$ cat config.mk
export PLATFORM = sky130hd
export DESIGN_NAME = instr_encoder_loader
export DESIGN_NICKNAME = d
export VERILOG_FILES = /design/src/rtl/instr_encoder_loader.sv
export SDC_FILE = /design/constraint.sdc
export NUM_CORES = 1
export LEC_CHECK = 0
export BUFFER_PORTS_ARGS = -buffer_cell sky130_fd_sc_hd__buf_2
export CORE_ASPECT_RATIO = 1.2
export CORE_MARGIN = 2
export CORE_UTILIZATION = 52
export DETAILED_ROUTE_END_ITERATION = 16
export HOLD_SLACK_MARGIN = 0.02
export PLACE_DENSITY = 0.78
export SLEW_MARGIN = 5
export SYNTH_ARGS = -nofsm -noshare
export SYNTH_HDL_FRONTEND = slang
export SYNTH_SLANG_ARGS = --single-unit
$ cat constraint.sdc
create_clock -name clk -period 2.65 [get_ports clk]
set_input_delay 0.1325 -clock clk [delete_from_list [all_inputs] [get_ports clk]]
set_output_delay 0.1325 -clock clk [all_outputs]
set_load 0.05 [all_outputs]
$ cat src/rtl/instr_encoder_loader.sv
// Encodes RV32IM instruction words from aluSelect codes and streams them to instruction memory.
// One registered stage (1-cycle latency); a held word stalls new requests until memory accepts it.
module instr_encoder_loader #(
   parameter int                ADDR_W    = 32,
   parameter logic [ADDR_W-1:0] BASE_ADDR = '0,
   parameter int                COUNT_W   = 16
) (
   input  logic               clk,
   input  logic               rst_n,
   input  logic               in_valid,
   output logic               in_ready,
   input  logic [5:0]         in_code,
   input  logic [4:0]         in_rd,
   input  logic [4:0]         in_rs1,
   input  logic [4:0]         in_rs2,
   input  logic [31:0]        in_imm,
   input  logic               clear,
   output logic               out_valid,
   input  logic               out_ready,
   output logic [ADDR_W-1:0]  out_addr,
   output logic [31:0]        out_instr,
   output logic [COUNT_W-1:0] word_count,
   output logic               err_illegal
);

   typedef enum logic [2:0] {
      FMT_NOP, FMT_R, FMT_I, FMT_SH, FMT_S, FMT_B, FMT_U, FMT_J
   } fmt_e;

   localparam logic [6:0] OP_LUI   = 7'b0110111;
   localparam logic [6:0] OP_AUIPC = 7'b0010111;
   localparam logic [6:0] OP_JAL   = 7'b1101111;
   localparam logic [6:0] OP_JALR  = 7'b1100111;
   localparam logic [6:0] OP_BR    = 7'b1100011;
   localparam logic [6:0] OP_LD    = 7'b0000011;
   localparam logic [6:0] OP_ST    = 7'b0100011;
   localparam logic [6:0] OP_IMM   = 7'b0010011;
   localparam logic [6:0] OP_REG   = 7'b0110011;
   localparam logic [6:0] F7_ALT   = 7'b0100000;
   localparam logic [6:0] F7_MUL   = 7'b0000001;

   logic [6:0]         w_op;
   logic [2:0]         w_f3;
   logic [6:0]         w_f7;
   fmt_e               w_fmt;
   logic               w_legal;
   logic [31:0]        w_enc;
   logic               w_fire;
   logic               w_accept;

   logic               r_vld;
   logic [31:0]        r_instr;
   logic [ADDR_W-1:0]  r_addr;
   logic [COUNT_W-1:0] r_cnt;
   logic               r_err;

   always_comb begin
      w_op    = 7'h00;
      w_f3    = 3'd0;
      w_f7    = 7'h00;
      w_fmt   = FMT_NOP;
      w_legal = 1'b1;
      case (in_code)
         6'd0:  w_fmt = FMT_NOP;
         6'd1:  begin w_op = OP_LUI;   w_fmt = FMT_U; end
         6'd2:  begin w_op = OP_AUIPC; w_fmt = FMT_U; end
         6'd3:  begin w_op = OP_JAL;   w_fmt = FMT_J; end
         6'd4:  begin w_op = OP_JALR;  w_fmt = FMT_I; end
         6'd5:  begin w_op = OP_BR;    w_fmt = FMT_B; w_f3 = 3'd0; end
         6'd6:  begin w_op = OP_BR;    w_fmt = FMT_B; w_f3 = 3'd1; end
         6'd7:  begin w_op = OP_BR;    w_fmt = FMT_B; w_f3 = 3'd4; end
         6'd8:  begin w_op = OP_BR;    w_fmt = FMT_B; w_f3 = 3'd5; end
         6'd9:  begin w_op = OP_BR;    w_fmt = FMT_B; w_f3 = 3'd6; end
         6'd10: begin w_op = OP_BR;    w_fmt = FMT_B; w_f3 = 3'd7; end
         6'd11: begin w_op = OP_LD;    w_fmt = FMT_I; w_f3 = 3'd0; end
         6'd12: begin w_op = OP_LD;    w_fmt = FMT_I; w_f3 = 3'd1; end
         6'd13: begin w_op = OP_LD;    w_fmt = FMT_I; w_f3 = 3'd2; end
         6'd14: begin w_op = OP_LD;    w_fmt = FMT_I; w_f3 = 3'd4; end
         6'd15: begin w_op = OP_LD;    w_fmt = FMT_I; w_f3 = 3'd5; end
         6'd16: begin w_op = OP_ST;    w_fmt = FMT_S; w_f3 = 3'd0; end
         6'd17: begin w_op = OP_ST;    w_fmt = FMT_S; w_f3 = 3'd1; end
         6'd18: begin w_op = OP_ST;    w_fmt = FMT_S; w_f3 = 3'd2; end
         6'd19: begin w_op = OP_IMM;   w_fmt = FMT_I; w_f3 = 3'd0; end
         6'd20: begin w_op = OP_IMM;   w_fmt = FMT_I; w_f3 = 3'd2; end
         6'd21: begin w_op = OP_IMM;   w_fmt = FMT_I; w_f3 = 3'd3; end
         6'd22: begin w_op = OP_IMM;   w_fmt = FMT_I; w_f3 = 3'd4; end
         6'd23: begin w_op = OP_IMM;   w_fmt = FMT_I; w_f3 = 3'd6; end
         6'd24: begin w_op = OP_IMM;   w_fmt = FMT_I; w_f3 = 3'd7; end
         6'd25: begin w_op = OP_IMM;   w_fmt = FMT_SH; w_f3 = 3'd1; end
         6'd26: begin w_op = OP_IMM;   w_fmt = FMT_SH; w_f3 = 3'd5; end
         6'd27: begin w_op = OP_IMM;   w_fmt = FMT_SH; w_f3 = 3'd5; w_f7 = F7_ALT; end
         6'd36: begin w_op = OP_REG;   w_fmt = FMT_R; w_f3 = 3'd0; w_f7 = F7_ALT; end
         6'd37: begin w_op = OP_REG;   w_fmt = FMT_R; w_f3 = 3'd5; w_f7 = F7_ALT; end
         default: begin
            // Base and M-extension register ops each run through f3 0..7 in code order.
            if (in_code >= 6'd28 && in_code <= 6'd35) begin
               w_op  = OP_REG;
               w_fmt = FMT_R;
               w_f3  = in_code[2:0] - 3'd4;
            end else if (in_code >= 6'd38 && in_code <= 6'd45) begin
               w_op  = OP_REG;
               w_fmt = FMT_R;
               w_f3  = in_code[2:0] - 3'd6;
               w_f7  = F7_MUL;
            end else begin
               w_legal = 1'b0;
            end
         end
      endcase
   end

   always_comb begin
      w_enc = 32'h00000013;
      case (w_fmt)
         FMT_R:  w_enc = {w_f7, in_rs2, in_rs1, w_f3, in_rd, w_op};
         FMT_I:  w_enc = {in_imm[11:0], in_rs1, w_f3, in_rd, w_op};
         FMT_SH: w_enc = {w_f7, in_imm[4:0], in_rs1, w_f3, in_rd, w_op};
         FMT_S:  w_enc = {in_imm[11:5], in_rs2, in_rs1, w_f3, in_imm[4:0], w_op};
         FMT_B:  w_enc = {in_imm[12], in_imm[10:5], in_rs2, in_rs1, w_f3,
                          in_imm[4:1], in_imm[11], w_op};
         FMT_U:  w_enc = {in_imm[31:12], in_rd, w_op};
         FMT_J:  w_enc = {in_imm[20], in_imm[10:1], in_imm[11], in_imm[19:12], in_rd, w_op};
         default: w_enc = 32'h00000013;
      endcase
   end

   assign in_ready = !clear && (!r_vld || out_ready);
   assign w_fire   = r_vld && out_ready;
   assign w_accept = in_valid && in_ready;

   always_ff @(posedge clk or negedge rst_n) begin
      if (!rst_n) begin
         r_vld   <= 1'b0;
         r_instr <= 32'h0;
         r_addr  <= BASE_ADDR;
         r_cnt   <= '0;
         r_err   <= 1'b0;
      end else if (clear) begin
         r_vld  <= 1'b0;
         r_addr <= BASE_ADDR;
         r_cnt  <= '0;
         r_err  <= 1'b0;
      end else begin
         // r_addr always names the slot for the held word, so it moves only when a word leaves.
         if (w_fire) begin
            r_addr <= r_addr + ADDR_W'(4);
            if (r_cnt != '1)
               r_cnt <= r_cnt + COUNT_W'(1);
         end
         if (w_accept && w_legal) begin
            r_vld   <= 1'b1;
            r_instr <= w_enc;
         end else if (w_fire) begin
            r_vld <= 1'b0;
         end
         if (w_accept && !w_legal)
            r_err <= 1'b1;
      end
   end

   assign out_valid   = r_vld;
   assign out_instr   = r_instr;
   assign out_addr    = r_addr;
   assign word_count  = r_cnt;
   assign err_illegal = r_err;

endmodule

[Word level (Yosys, flattened, before mapping)]
Cells that the tools add are included.
Cells by class
  equal/unequal tests: 37
  order comparisons: 4
  multiplexer cells: 26
  reduce and logical (&&, ||, !) cells: 36
  bitwise gates (word level): 1
  add/subtract/negate cells: 4
Operators by type and width (count)
  one-hot mux 32 bit (7 select lines): 1
  equality test 6 x 5 -> 1 bit (second input constant): 12
  one-hot mux 7 bit (10 select lines): 1
  two-way mux 32 bit: 2
  equality test 6 x 4 -> 1 bit (second input constant): 8
  two-way mux 16 bit: 3
  one-hot mux 3 bit (8 select lines): 2
  adder 32 x 3 -> 32 bit (second input constant): 1
  OR reduction 30 bit: 1
  OR reduction 27 bit: 1
  equality test 6 x 3 -> 1 bit (second input constant): 4
  adder 16 x 1 -> 16 bit (second input constant): 1
  != test 16 bit (second input constant): 1
  OR reduction 3 bit: 5
  equality test 3 bit (second input constant): 4
  equality test 6 x 2 -> 1 bit (second input constant): 2
  equality test 6 bit (second input constant): 2
  less-or-equal comparator 6 bit (second input constant): 2
  two-way mux 1 bit: 12
  two-way mux 6 bit: 2
  one-hot mux 6 bit (2 select lines): 1
  OR reduction 12 bit: 1
  OR reduction 10 bit: 1
  OR reduction 5 bit: 2
  other kinds (19): 36
Storage, ports and cells
  input bits: 58
  flip-flop bits (word level): 82
  output and inout bits: 83
  word-level logic and storage cells: 113

[Depth between registers and ports, before layout]
Gate-level depths: netlist of the first run.
  depth after elaboration: 9
  gate-level depth with buffers: 8
  gate-level depth less buffers: 6

[Worst setup path before layout of the first run]
Ideal clock, no wire load.
  path type: reg2reg
  start: register r_addr[5] (netlist: out_addr[5])
  end: register r_addr[25] (netlist: out_addr[25])
  arrival time: 2335 ps
  required time: 2531 ps
  setup slack: 196 ps
  stages on the path, launching flop included: 7
  period minus slack after synthesis: 2454 ps
  buffers on the path: 1
  setup time: 119 ps
  cell sequence: dfrtp_1 -> nand3_2 -> or4_4 -> buf_6 -> or4_4 -> xnor2_1 -> and2_1
On the way
  longest elaborated chain between the ends: 3
RTL lines
  start: declaration: RTL line 53  | logic [ADDR_W-1:0] r_addr;
  start signal: assignment: RTL line 146  | r_addr <= r_addr + ADDR_W'(4);
  adder 32 x 3 -> 32 bit: RTL line 146
  two-way mux 32 bit: RTL line 145  | if (w_fire) begin
  two-way mux 32 bit: RTL line 138  | end else if (clear) begin
Every way passes these cells. The select of a mux whose other input is x is not followed.
A chain may end at the register's enable or synchronous reset.

[Final worst setup path of the first run]
  start: input port in_code[2]
  end: register r_instr[9] (netlist: out_instr[9])
On the way
  longest elaborated chain between the ends: 7
  elaborated cells on any way between the ends: 59
  classes of those cells: 4 x order compare; 36 x eq/ne; 7 x mux; 12 x reduce/logical
RTL lines
  start: declaration: RTL line 12  | input logic [5:0] in_code,
  >= comparator 6 bit / less-or-equal comparator 6 bit (equally long branches): RTL line 100  | end else if (in_code >= 6'd38 && in_code <= 6'd45) begin
  logical AND 1 bit: RTL line 100
  two-way mux 1 bit: RTL line 100
  two-way mux 1 bit: RTL line 96  | if (in_code >= 6'd28 && in_code <= 6'd35) begin
  one-hot mux 3 bit (8 select lines) / two-way mux 1 bit (equally long branches): RTL line 63  | case (in_code)
  equality test 3 bit, or another cell as far along: RTL line 114  | case (w_fmt)
  one-hot mux 32 bit (7 select lines) / AND reduction 2 bit (equally long branches)
  end signal: assignment: RTL line 152  | r_instr <= w_enc;
  end: declaration: RTL line 52  | logic [31:0] r_instr;
Several ways; a longest one is shown, not always the timed one.

==> results.cfg, run 1 <==
[timing]
max-slew-margin-rel_pct = 23.1
finalCriticalPeriod_ps = 2280
rsz0062_at_grt = false
hold_viol_final = 0
tightest_slew_ps = 1140
fmax_ghz = 0.439
fin_worst_skew_ps = 13.6
slew_violations = 0
setup_viol = 0
finalSetupTns_ps = 0
finalCritPeriodShare_pct = 86.1
fin_ws_ps = 370

[critical_path]
worstPathRequired_ps = 2890
max_stage_delay_ps = 570
startpoint_type = input pin
crit_top_cell = nor2_1
cp_max_fo = 31
cp_slowest_cell = dlygate4sd3_1
worstPathArrival_ps = 2520
criticalPathCategory = input pin to flip-flop
critPathCaptureType = flip-flop
cp_cell_sequence = buf_2 -> a31oi_1 -> nor2_1 -> nor2_1 -> buf_4 -> and3_1 -> a221o_1 -> dlygate4sd3_1

[detailed_routing]
via_per_inst = 5.87
drc = 0
via_count = 4577
drtPass1Iterations = 6
drt_iter0_drc = 260
ant_nets = 0
drt-total-wl_um = 12700
wl_per_cell_um = 16.3

[floorplan]
die_h_um = 108
core_area_sq_um = 8660
io_pins = 141
floorplan.initialDensity_pct = 53.8
die_area_sq_um = 9730
die_w_um = 90.4
rows = 37

[power_and_ir_drop]
vdd_drop_max_mv = 0.309
powerDensity_nw_per_um2 = 535
power.leakage_nw = 2.64

[cells_and_area]
postLayoutCoreUtil_pct = 65.2
syn2layout_area_growth_pct = 21.2
n_antenna_cell = 0
multiInputGateArea_sq_um = 2500
drive_gt1_share_pct = 26.7
fin_area_sq_um = 5640
instances_no_fill = 780
fill_cells = 768
regArea_sq_um = 1980
nNetsFinal = 719

[logic_synthesis]
syn_inst = 533
synth_edf_count = 0
avgSynthCellArea_sq_um = 8.73
synth.area.top_cells = dfrtp_1, xnor2_1, nor2_1
synth_top_area_share_pct = 42.5
synth_area_sq_um = 4650
ys_seq_elements = 79
synth_common_cells = dfrtp_1, nor2_1, nand2_1
ys_async_sr_fraction_pct = 100
synth.distinct_cells = 59
synth_most_common_cell = dfrtp_1
ys.flop_type = dfrtp_1
synth-seq-area-share_pct = 42.5
yosysTopAreaCell = dfrtp_1
yosysWarningCount = 0

[clock_network]
cts_tree = built
postCtsSetupBuffers = 0
hold_buffers = 4
cts_resized = 0
cts_root_buffer = clkbuf_8
clk_latency_ps = 350
path_clk_slew_ps = 90
clock_path_buffers = 2
cts.sinks = 79
cts_max_level = 3
cts_buffers = 9

[grt]
gr-usage-all-layers_pct = 26.4
grt_pass1_wl_um = 20800
grt_max_degree = 80
antenna_found_initial = 0
grt_overflow_total = 0
grt_pass1_vias = 4224

[hold_path]
hp-class = input pin to flip-flop

[placement]
gp_congestion = 0.951
io_buffers = 138
placed_cells = 760
hpwl_um = 9240
post-place-ws_ps = 305
placed_area_sq_um = 5400

[job]
maxCapViolations = 0

[run_status]
status = complete, no violations
## state kept, by name, summed over array words and instances, names as in the netlist
name	count
out_instr	31
out_addr	30
word_count	16
err_illegal	1
out_valid	1
## cell families (layout without fill, tap and decap cells)
logic type / Yosys count / after routing / share of synthesized area (%)
AOI/OAI and AO/OA: 115 / 115 / 17.4
xor gates and xnor gates: 42 / 42 / 7.90
adders and majority gates: 3 / 3 / 0.807
buffers and inverters: 45 / 174 / 4.11
DFF: 79 / 79 / 42.5
muxes: 2 / 2 / 0.430
other: 1 / 2 / 0.0806
and+or+nand+nor: 246 / 246 / 26.7
## worst paths after layout
kind                            endpoint         start  depth (start not counted)  slack (ps)
max                         out_instr[9]    in_code[2]                          8         370
min                        out_instr[10]     in_imm[3]                          2          40
max reg2reg                 out_instr[9]     out_valid                          6         470
min reg2reg                 out_instr[1]  out_instr[1]                          1         490
max in group asynchronous  out_instr[20]         rst_n                          2        1550
min in group asynchronous  word_count[7]         rst_n                          2         480
## stage by stage
| step | power (W) | hold slack (ps) |
|---|---|---|
| floorplan | 0.00190 | -163 |
| global placement | 0.00212 | 344 |
| detailed placement | 0.00213 | 350 |
| CTS | 0.00304 | 20.3 |
| global route | 0.00315 | 21.1 |
| finish | 0.00302 | 40.7 |
## worst max-delay path, delay by kind of cell
kind,cells,cell delay [ps]
buf+inv,3,1170
simple gates,3,620
compound gates,2,570
## cells in the final DEF, fill, tap and decap left out, types with 8 or more instances in the layout
| cell | n |
|---|---|
| nor4_1 | 9 |
| nand2_1 | 49 |
| nand3_1 | 21 |
| nor2_1 | 68 |
| and2_1 | 13 |
| nand2b_1 | 10 |
| nand4_1 | 18 |
| buf_2 | 137 |
| xnor2_1 | 36 |
| inv_1 | 8 |
| clkbuf_8 | 10 |
| nor3_1 | 17 |
| a21oi_1 | 26 |
| buf_4 | 9 |
| o21ai_0 | 19 |
| a221oi_1 | 11 |
| dfrtp_1 | 79 |
| and3_1 | 12 |
## layer usage
| metal | global-route usage (%) | wire length [um] |
|---|---|---|
| met4 | 12.4 | 265 |
| met3 | 3.92 | 683 |
| met2 | 44.8 | 6550 |
| met5 | 0 | 0 |
| met1 | 33.3 | 5250 |
## layout make-up
type                       instances  share of cell area [%]
tap                              117                    2.59
sequential                        79                    35.0
clock buffer                      11                    2.51
inverter                           8                   0.532
multi-input combinational        410                    44.2
clock inverter                     5                    1.02
timing repair buffer             150                    14.1
## where the power goes
part           internal, W  switching, W  leakage (nW)
combinational     0.000209      0.000575          1.50
sequential         0.00129     0.0000474          1.06
clock             0.000460      0.000439        0.0916
total              0.00196       0.00106          2.64
(Power assumes the default switching activity.)
==> inputs of run 2 (changes only) <==
--- a/config.mk
+++ b/config.mk
@@ -12,6 +12,7 @@
 export DETAILED_ROUTE_END_ITERATION = 16
 export HOLD_SLACK_MARGIN = 0.02
 export PLACE_DENSITY = 0.78
+export REMOVE_ABC_BUFFERS = 1
 export SLEW_MARGIN = 5
 export SYNTH_ARGS = -nofsm -noshare
 export SYNTH_HDL_FRONTEND = slang
==> run 2 against run 1 <==
- wire length increased by 0.61%
- clock skew is 4.9 ps lower
- register-to-register slack gained 50 ps
- core utilization is 0.30 points lower
- final cell count down 0.38%
- global-route usage barely moved
==> results.cfg, run 2 (synthesis results as in run 1) <==
[run_status]
status = complete, no violations

[power_and_ir_drop]
power.leakage_nw = 2.64
vdd_drop_max_mv = 0.315
powerDensity_nw_per_um2 = 533

[cells_and_area]
multiInputGateArea_sq_um = 2500
syn2layout_area_growth_pct = 20.6
fill_cells = 772
mostFrequentLayoutCell = buf_2
n_antenna_cell = 0
largest_reg_flops = 31
drive_gt1_share_pct = 26.8
nNetsFinal = 718
final_cell_mix = buf_2, dfrtp_1, nor2_1, nand2_1, xnor2_1
regArea_sq_um = 1980

[floorplan]
floorplan.initialDensity_pct = 53.8
core_area_sq_um = 8660
die_area_sq_um = 9730
io_pins = 141
rows = 37
die_w_um = 90.4
die_h_um = 108

[hold_path]
hp-class = input pin to flip-flop
min_from = in_rs1[4]

[critical_path]
max_stage_delay_ps = 620
critPathCaptureType = flip-flop
cp_slowest_cell = or4_4
cp_cell_sequence = nand3_2 -> or4_4 -> or4_4 -> xnor2_1 -> and2_1
criticalPathCategory = flip-flop to flip-flop
worstPathArrival_ps = 2370
cp_max_fo = 8
worstPathRequired_ps = 2890
rr_startpoint = out_addr[5]
crit_top_cell = or4_4
startpoint_type = flip-flop
cp-startpoint = out_addr[5]

[detailed_routing]
drc = 0
via_count = 4594
drt_iter0_drc = 263
wl_per_cell_um = 16.5
drt-total-wl_um = 12800
ant_nets = 0
via_per_inst = 5.91
drtPass1Iterations = 7

[grt]
antenna_found_initial = 0
grt_max_degree = 80
grt_pass1_wl_um = 21000
grt_overflow_total = 0
gr-usage-all-layers_pct = 26.4
grt_pass1_vias = 4352

[timing]
tightest_slew_ps = 997
max-slew-margin-rel_pct = 33.5
fmax_ghz = 0.470
finalCriticalPeriod_ps = 2130
rsz0062_at_grt = false
hold_viol_final = 0
fin_ws_ps = 524
setup_viol = 0
fin_worst_skew_ps = 8.67
finalSetupTns_ps = 0
slew_violations = 0
finalCritPeriodShare_pct = 80.2

[clock_network]
cts_resized = 0
cts_buffers = 9
cts_max_level = 3
postCtsSetupBuffers = 0
cts.sinks = 79
clock_path_buffers = 2
cts_root_buffer = clkbuf_8
path_clk_slew_ps = 80
clk_latency_ps = 350
cts_tree = built

[placement]
gp_congestion = 0.893
io_buffers = 138
post-place-ws_ps = 556
hpwl_um = 9290

[job]
maxCapViolations = 0
run 2: cell types whose count changed in the layout (fill, tap and decap cells not counted), sizes merged:
cell / previous run / this run
clkbuf: 11 / 10
dlygate4sd3: 4 / 2
clkinv: 1 / 2
buf: 146 / 147
clkinvlp: 3 / 1
run 2: layer usage:
layer	part of all wire, %	GRT usage [%]	vias up
met5	0	0	-
met4	2.1	11.1	0
met3	5.4	3.85	24
li1	-	-	2188
met2	51	45.2	173
met1	42	33.7	2209
run 2: layout make-up:
| type | instances | area share [%] |
|---|---|---|
| inverter | 8 | 0.535 |
| sequential | 79 | 35.2 |
| tap | 117 | 2.61 |
| clock inverter | 4 | 0.847 |
| clock buffer | 10 | 2.45 |
| multi-input combinational | 410 | 44.5 |
| timing repair buffer | 149 | 13.9 |
run 2: through the flow:
step           instances  instance area [sq um]  total power (W)  util [%]  hold WS (ps)
6_report             777                   5620          0.00299      64.9          34.9
5_1_grt              777                   5620          0.00312      64.9          34.2
4_1_cts              777                   5620          0.00302      64.9          20.3
3_5_place_dp         761                   5410          0.00214      62.5           363
3_3_place_gp         761                   5410          0.00213      62.5           347
2_1_floorplan        497                   4500          0.00186         -          -163
run 2: worst paths after layout:
check,to,slack (ps),cells after the start
worst max-delay path,out_addr[25],520,5
worst min register to register,out_instr[3],480,2
min in group asynchronous,word_count[13],460,2
max in group asynchronous,out_instr[20],1520,2
worst max register to register,out_addr[25],520,5
worst min-delay path,out_instr[19],30,3
run 2: timing repair:
item / in CTS / in global routing
endpoints found under the hold margin: 80 / 0
endpoints found under the setup margin: 0 / 0
hold buffers: 2 / 0
run 2: critical path: cells and delay by family (launching register included):
kind                      cells  cell delay, ps
xor gates and xnor gates      1             130
DFF                           1             460
and+or+nand+nor               4            1440
run 2: power breakdown:
| group | switching, W | leakage, nW | internal, W |
|---|---|---|---|
| sequential | 0.0000465 | 1.06 | 0.00129 |
| combinational | 0.000573 | 1.49 | 0.000206 |
| clock | 0.000430 | 0.0940 | 0.000447 |
| total | 0.00105 | 2.64 | 0.00194 |
